**config.mk**
```make
export PLATFORM = sky130hd
export DESIGN_NAME = pipe_reg
export DESIGN_NICKNAME = d
export VERILOG_FILES = /design/src/rtl/pipe_pkg.sv /design/src/rtl/pipe_stage.sv /design/src/rtl/pipe_reg.sv
export SDC_FILE = /design/constraint.sdc
export NUM_CORES = 1
export LEC_CHECK = 0
export ABC_AREA = 1
export CELL_PAD_IN_SITES_DETAIL_PLACEMENT = 1
export CELL_PAD_IN_SITES_GLOBAL_PLACEMENT = 2
export CORE_MARGIN = 1.5
export CORE_UTILIZATION = 30
export DETAILED_ROUTE_END_ITERATION = 6
export GPL_TIMING_DRIVEN = 0
export PLACE_DENSITY = 0.74
export SLEW_MARGIN = 20
export SYNTH_ARGS = -nofsm -noshare
export SYNTH_HDL_FRONTEND = slang
export SYNTH_SLANG_ARGS = --single-unit
```
**constraint.sdc**
```tcl
create_clock -name clk -period 1.5 [get_ports clk]
set_clock_uncertainty 0.2 [all_clocks]
set_input_delay 0.3 -clock clk [delete_from_list [all_inputs] [get_ports clk]]
set_output_delay 0.3 -clock clk [all_outputs]
set_load 0.005 [all_outputs]
```
**src/rtl/pipe_pkg.sv**
```systemverilog
// Shared defaults and width helpers for the pipe_reg pipeline register.
package pipe_pkg;

  localparam int unsigned PIPE_DEFAULT_WIDTH = 32;
  localparam int unsigned PIPE_DEFAULT_DEPTH = 2;

  // Bits needed to hold an occupancy value in the range 0..depth.
  function automatic int unsigned cnt_w(input int unsigned depth);
    return $clog2(depth + 1);
  endfunction

endpackage

```
**src/rtl/pipe_stage.sv**
```systemverilog
// One pipeline slice: a data word plus its valid flag, refilled whenever it is empty or drains.
module pipe_stage
  import pipe_pkg::*;
#(
  parameter int unsigned           WIDTH     = PIPE_DEFAULT_WIDTH,
  parameter logic [WIDTH-1:0]      RESET_VAL = '0
) (
  input  logic             clk,
  input  logic             reset_n,
  input  logic             flush,
  input  logic             up_valid,
  input  logic [WIDTH-1:0] up_data,
  input  logic             dn_ready,
  output logic             rdy,
  output logic             valid,
  output logic [WIDTH-1:0] data
);

  assign rdy = !valid | dn_ready;

  // Data only loads with a real word so idle slices keep their last value.
  always_ff @(posedge clk or negedge reset_n) begin
    if (!reset_n) begin
      valid <= 1'b0;
      data  <= RESET_VAL;
    end else if (flush) begin
      valid <= 1'b0;
      data  <= RESET_VAL;
    end else if (rdy) begin
      valid <= up_valid;
      if (up_valid) begin
        data <= up_data;
      end
    end
  end

endmodule

```
**src/rtl/pipe_reg.sv**
```systemverilog
// Multi-slice elastic pipeline register with bubble collapse, synchronous flush and occupancy count.
module pipe_reg
  import pipe_pkg::*;
#(
  parameter int unsigned      WIDTH     = PIPE_DEFAULT_WIDTH,
  parameter int unsigned      DEPTH     = PIPE_DEFAULT_DEPTH,
  parameter logic [WIDTH-1:0] RESET_VAL = '0
) (
  input  logic                      clk,
  input  logic                      reset_n,
  input  logic                      flush,
  input  logic                      in_valid,
  input  logic [WIDTH-1:0]          in_data,
  output logic                      in_ready,
  output logic                      out_valid,
  output logic [WIDTH-1:0]          out_data,
  input  logic                      out_ready,
  output logic [cnt_w(DEPTH)-1:0]   count
);

  localparam int unsigned CW = cnt_w(DEPTH);

  logic [DEPTH-1:0] valid_q;
  logic [WIDTH-1:0] data_q [DEPTH];
  logic [DEPTH-1:0] up_valid;
  logic [WIDTH-1:0] up_data [DEPTH];
  logic [DEPTH-1:0] dn_rdy;
  logic [DEPTH-1:0] rdy_s;
  logic             accept;
  logic             emit;

  // Downstream readiness per slice, built from the valid flops so no comb loop crosses instances.
  always_comb begin
    logic r;
    dn_rdy = '0;
    r      = out_ready;
    for (int i = int'(DEPTH) - 1; i >= 0; i--) begin
      dn_rdy[i] = r;
      r         = r | !valid_q[i];
    end
  end

  assign in_ready = rdy_s[0] & !flush;
  assign accept   = in_valid & in_ready;
  assign emit     = valid_q[DEPTH-1] & out_ready & !flush;

  for (genvar i = 0; i < int'(DEPTH); i++) begin : g_slice
    if (i == 0) begin : g_head
      assign up_valid[i] = accept;
      assign up_data[i]  = in_data;
    end else begin : g_body
      assign up_valid[i] = valid_q[i-1];
      assign up_data[i]  = data_q[i-1];
    end

    pipe_stage #(
      .WIDTH     (WIDTH),
      .RESET_VAL (RESET_VAL)
    ) u_stage (
      .clk      (clk),
      .reset_n  (reset_n),
      .flush    (flush),
      .up_valid (up_valid[i]),
      .up_data  (up_data[i]),
      .dn_ready (dn_rdy[i]),
      .rdy      (rdy_s[i]),
      .valid    (valid_q[i]),
      .data     (data_q[i])
    );
  end

  // Interior slice readiness is recomputed in dn_rdy; only the head's is consumed.
  if (DEPTH > 1) begin : g_tail_rdy
    logic unused_rdy;
    assign unused_rdy = ^rdy_s[DEPTH-1:1];
  end

  always_ff @(posedge clk or negedge reset_n) begin
    if (!reset_n) begin
      count <= '0;
    end else if (flush) begin
      count <= '0;
    end else if (accept && !emit) begin
      count <= count + CW'(1);
    end else if (emit && !accept) begin
      count <= count - CW'(1);
    end
  end

  assign out_valid = valid_q[DEPTH-1];
  assign out_data  = data_q[DEPTH-1];

endmodule
```
Word level (Yosys, flattened, before mapping)
Cells that the tools add are included.
{"block": "word_totals", "reg_bits": 68, "out_inout_bits": 36}
{"block": "classes", "add_sub_neg": 2, "mux": 13, "bitwise": 6, "n_reduce_logical": 14}
{"op": "$mux 32", "count": 6}
{"op": "$reduce_bool 2->1", "count": 4}
{"op": "$mux 2", "count": 3}
{"op": "$logic_not 1->1", "count": 5}
{"op": "$and 1x1->1", "count": 4}
{"op": "$mux 1", "count": 4}
{"op": "$reduce_and 2->1", "count": 2}
{"op": "$reduce_bool 3->1", "count": 1}
{"op": "$add 2x1->2 const B", "count": 1}
{"op": "$logic_and 1x1->1", "count": 2}
{"op": "$or 1x1->1", "count": 2}
{"op": "$sub 2x1->2 const B", "count": 1}

Logic depth before layout (Yosys ltp)
{"block": "depth", "word_depth": 10, "ltp_mapped": 8}

By module
From an unflattened synthesis, not the netlist that was laid out.
{"block": "hier_totals", "cells_unflattened": 327, "area_unflattened_um2": 3249.4}
{"mod": "pipe_stage", "instances": 2, "cells_per_inst": 150, "area_each_um2": 1541.5, "seq_area_each_um2": 825.8}
{"mod": "pipe_reg", "instances": 1, "cells_per_inst": 27, "area_each_um2": 166.4, "seq_area_each_um2": 50.0}

Worst setup path after synthesis
No wires, ideal clock.
{"block": "synth_timing", "path_type": "reg2out", "from": "register g_slice[1].u_stage.valid", "to": "output in_ready", "arrival_time_ps": 803, "required_time_ps": 1000, "setup_slack_ps": 197, "stages_incl_launch_ff": 5, "path_buffers": 1, "cell_sequence": "dfrtp_1 -> nand3_2 -> nand2_1 -> inv_2 -> buf_6"}
{"block": "synth_via", "elab_chain_len": 4}
{"item": "from (decl)", "line": "pipe_stage.sv:15", "source": "output logic valid,"}
{"item": "from (signal assigned)", "line": "pipe_stage.sv:30", "source": "valid <= up_valid;"}
{"item": "$logic_not 1->1", "line": "pipe_reg.sv:39", "source": "r = r | !valid_q[i];"}
{"item": "$or 1x1->1", "line": "pipe_reg.sv:39"}
{"item": "$or 1x1->1", "line": "pipe_stage.sv:19", "source": "assign rdy = !valid | dn_ready;"}
{"item": "$and 1x1->1", "line": "pipe_reg.sv:43", "source": "assign in_ready = rdy_s[0] & !flush;"}
{"item": "to (decl)", "line": "pipe_reg.sv:14", "source": "output logic in_ready,"}
No other way between the ends.

Worst setup path after layout
Ends and elaborated chain as after synthesis.

==> summary.md <==
| Metric | Value |
|---|---|
| Hold depth | 3 |
| Number of global-route vias before repair | 2,606 |
| Outcome | finished, violations left |
| WP data arrival | 1080 ps |
| Antenna cells | 0 |
| Cell count of the worst reg-to-reg path | 8 |
| H-Tree Depth | 3 |
| Avg Inst Size Synth | 9.906 um^2 |
| Die height | 104.7 um |
| Antenna viol nets, final | 0 |
| Sequential element share of the synthesized area | 54.88% |
| Period minus WS final | 1577 ps |
| FF-to-FF End | g_slice[0].u_stage.data[2] |
| Fmax | 634.0 MHz |
| Initial Util | 31.29% |
| Finished Core Util | 43.70% |
| GP Congestion | 0.7271 |
| Number of synthesized register bits | 68 |
| Average via count per standard cell | 4.413 |
| Drc violations | 0 |
| Final Routed Wirelength | 7.916 mm |
| Peak VDD IR | 0.0004578 V |
| NumNets Final | 443 |
| CP Launch Type | flop |
| Failing checks | negative setup slack |
| Post-synth top cells | dfrtp_1, nand3_1, inv_1, o21ai_0, buf_4 |
| # clock sinks | 68 |
| Yosys Warn Count | 0 |
| Final count of negative-setup-slack endpoints | 2 |
| Setup ws final | -77.19 ps |
| Final Cycle Share | 105.1% |
| Ports | 73 |
| Hold WS | 118.2 ps |
| EDFF count, synth | 0 |
| Most used DFF post-synth | dfrtp_1 |
| Post-Syn Nets | 350 |
| GRT Resource Usage Total | 15.32% |
| Leading area contributor after synthesis | dfrtp_1 |
| Slew Limit Headroom | 50.55% |
| Power Density | 959.3 nW/um^2 |
| DP HPWL | 5.230 mm |
| Pre-antenna DRT Iters | 4 |
| Gr ovfl total | 0 |
| Clk root buf | clkbuf_8 |
| Die ar. | 10,950 um^2 |
| Hold_sp | in_valid |
| Syn Std Cell Area | 3100 um^2 |
| Clock slew at reported path FFs | 70 ps |
| WL per Instance | 14.61 um |
| Slew Viols, Final | 0 |
| CTS max path bufs | 2 |
| Post-synth cell types | 18 |
| Worst min-delay path category | in -> reg |
| Async set-reset flop share out of synthesis | 100.0% |
| Leak | 0.002083 uW |
| Unrepaired setup endpoints after global routing | true |
| Setup WS pre-CTS | -964.0 ps |
| Critical path class | reg -> out |
| Global-route wire length before repair | 13.09 mm |
| Mapped Cells | 313 |
| First DRT Iteration DRCs | 68 |
| Fin. Hold Viols | 0 |
| Synth top area cells | dfrtp_1, nand3_1, o21ai_2, buf_4, o21ai_0 |
| Core area | 9910 um^2 |
| Row count | 36 |
| Max FO, Critical Path | 3 |
| Worst hold endpoint | g_slice[0].u_stage.data[0] |
| Syn-to-layout area delta | 39.67% |
| Worst setup EP type | primary output |
| FF-to-FF setup slack | 10 ps |
| Worst skew pair latency | 330 ps |
| DR vias | 2,392 |
| Fillers | 1,118 |
| Crit path required time | 1000 ps |
| TritonCTS buffer count | 9 |
| Largest net degree at the start of global routing | 40 |
| Worst slew pin tran | 741.7 ps |
| Buffers on Ports | 71 |
| CTS tree | built |
| Antenna violations before repair | 0 |
| Most frequent cell after synthesis | dfrtp_1 |
| Ratio of cells with drive above 1 in the final layout | 39.85% |
| Yosys top cell area share | 54.88% |
| Die Wd | 104.7 um |
| Maxcap violations | 0 |
| Worst r2r src | g_slice[1].u_stage.valid |
-- how the worst max path moves through the flow --
stage | startpoint | to | slack, ps | cells after the start
4_1_cts | g_slice[1].u_stage.valid | in_ready | -170 | 5
3_3_place_gp | reset_n | g_slice[1].u_stage.data[18] | -2520 | 1
5_1_grt | g_slice[1].u_stage.valid | in_ready | -160 | 4
3_5_place_dp | flush | in_ready | -960 | 6
6_report | g_slice[1].u_stage.valid | in_ready | -80 | 4
2_1_floorplan | g_slice[1].u_stage.valid | in_ready | 200 | 4
-- report_power, final --
group          internal [uW]  switching, uW  total (uW)  leakage (uW)
registers               1910           33.2        1950      0.000921
logic                    283            313         596       0.00105
clock network            933            678        1610      0.000108
total                   3130           1020        4150       0.00208
-- placed cells by master, fill, tap and decap left out --
cell,instances
a21oi_1,1
buf_1,3
buf_12,3
buf_2,28
buf_4,47
buf_6,14
bufinv_16,1
clkbuf_8,13
clkdlybuf4s15_1,2
clkdlybuf4s50_1,32
dfrtp_1,68
dlygate4sd2_1,3
dlygate4sd3_1,1
inv_1,35
inv_2,1
inv_4,2
nand2_1,13
nand2_2,1
nand2_4,3
nand3_1,47
nand3_2,19
nand3_4,1
nand4_1,1
nor2_1,2
o21ai_0,31
o21ai_1,6
o21ai_2,30
xor2_1,1
-- worst max-delay path, stage by stage, from the launching register on --
cell and delay [ps]:
dfrtp_1 400, nand3_2 100, nand2_2 70, inv_4 70, buf_6 90
-- final cells by class --
cell class	instances	area, um^2	area share [%]
plain buffers	32	259.0	5.981
clock buffers	13	178.9	4.132
clock inverters	1	30.03	0.6934
inverters	38	147.6	3.409
multi-input cells	156	1007	23.26
flip-flops and latches	68	1702	39.29
well taps	133	166.4	3.843
repair buffers	101	839.6	19.39
-- routing by layer --
| metal | global-route usage [%] | routed length, um | up-vias |
|---|---|---|---|
| li1 | - | - | 1177 |
| met4 | 6.164 | 104 | 0 |
| met2 | 26.27 | 3987 | 44 |
| met3 | 2.994 | 294 | 8 |
| met1 | 18.90 | 3530 | 1163 |
| met5 | 0 | 0 | - |
-- timing repair --
action	in CTS	in global routing
pin swaps	1	3
setup endpoints to repair	96	59
hold endpoints to repair	29	0
resized for setup	151	43
hold buffers	1	0
buffers inserted	18	10
-- flip-flops by register name (all words and copies together), names as in the netlist --
name / cells
g_slice.u_stage.data: 64
g_slice.u_stage.valid: 2
count: 2
-- cells by family (layout without fill, tap and decap cells) --
| logic type | after synthesis | in the layout | synth area share (%) |
|---|---|---|---|
| AO/OA/AOI/OAI | 68 | 68 | 14.61 |
| XOR/XNOR | 1 | 1 | 0.2825 |
| buffers and inverters | 89 | 185 | 16.51 |
| flip-flops | 68 | 68 | 54.88 |
| AND/OR/NAND/NOR | 87 | 87 | 13.72 |
-- metrics by stage --
step	total power [uW]	cell area (um^2)	cells	TNS [ps]
final	4154	4330	542	-83.34
after global routing	4368	4330	542	-1072
after CTS	4177	4222	551	-571.9
after detailed placement	2542	3995	518	-27750
after global placement	2524	3978	517	-195980
after floorplan	2252	3100	313	0
(Power assumes the default switching activity.)
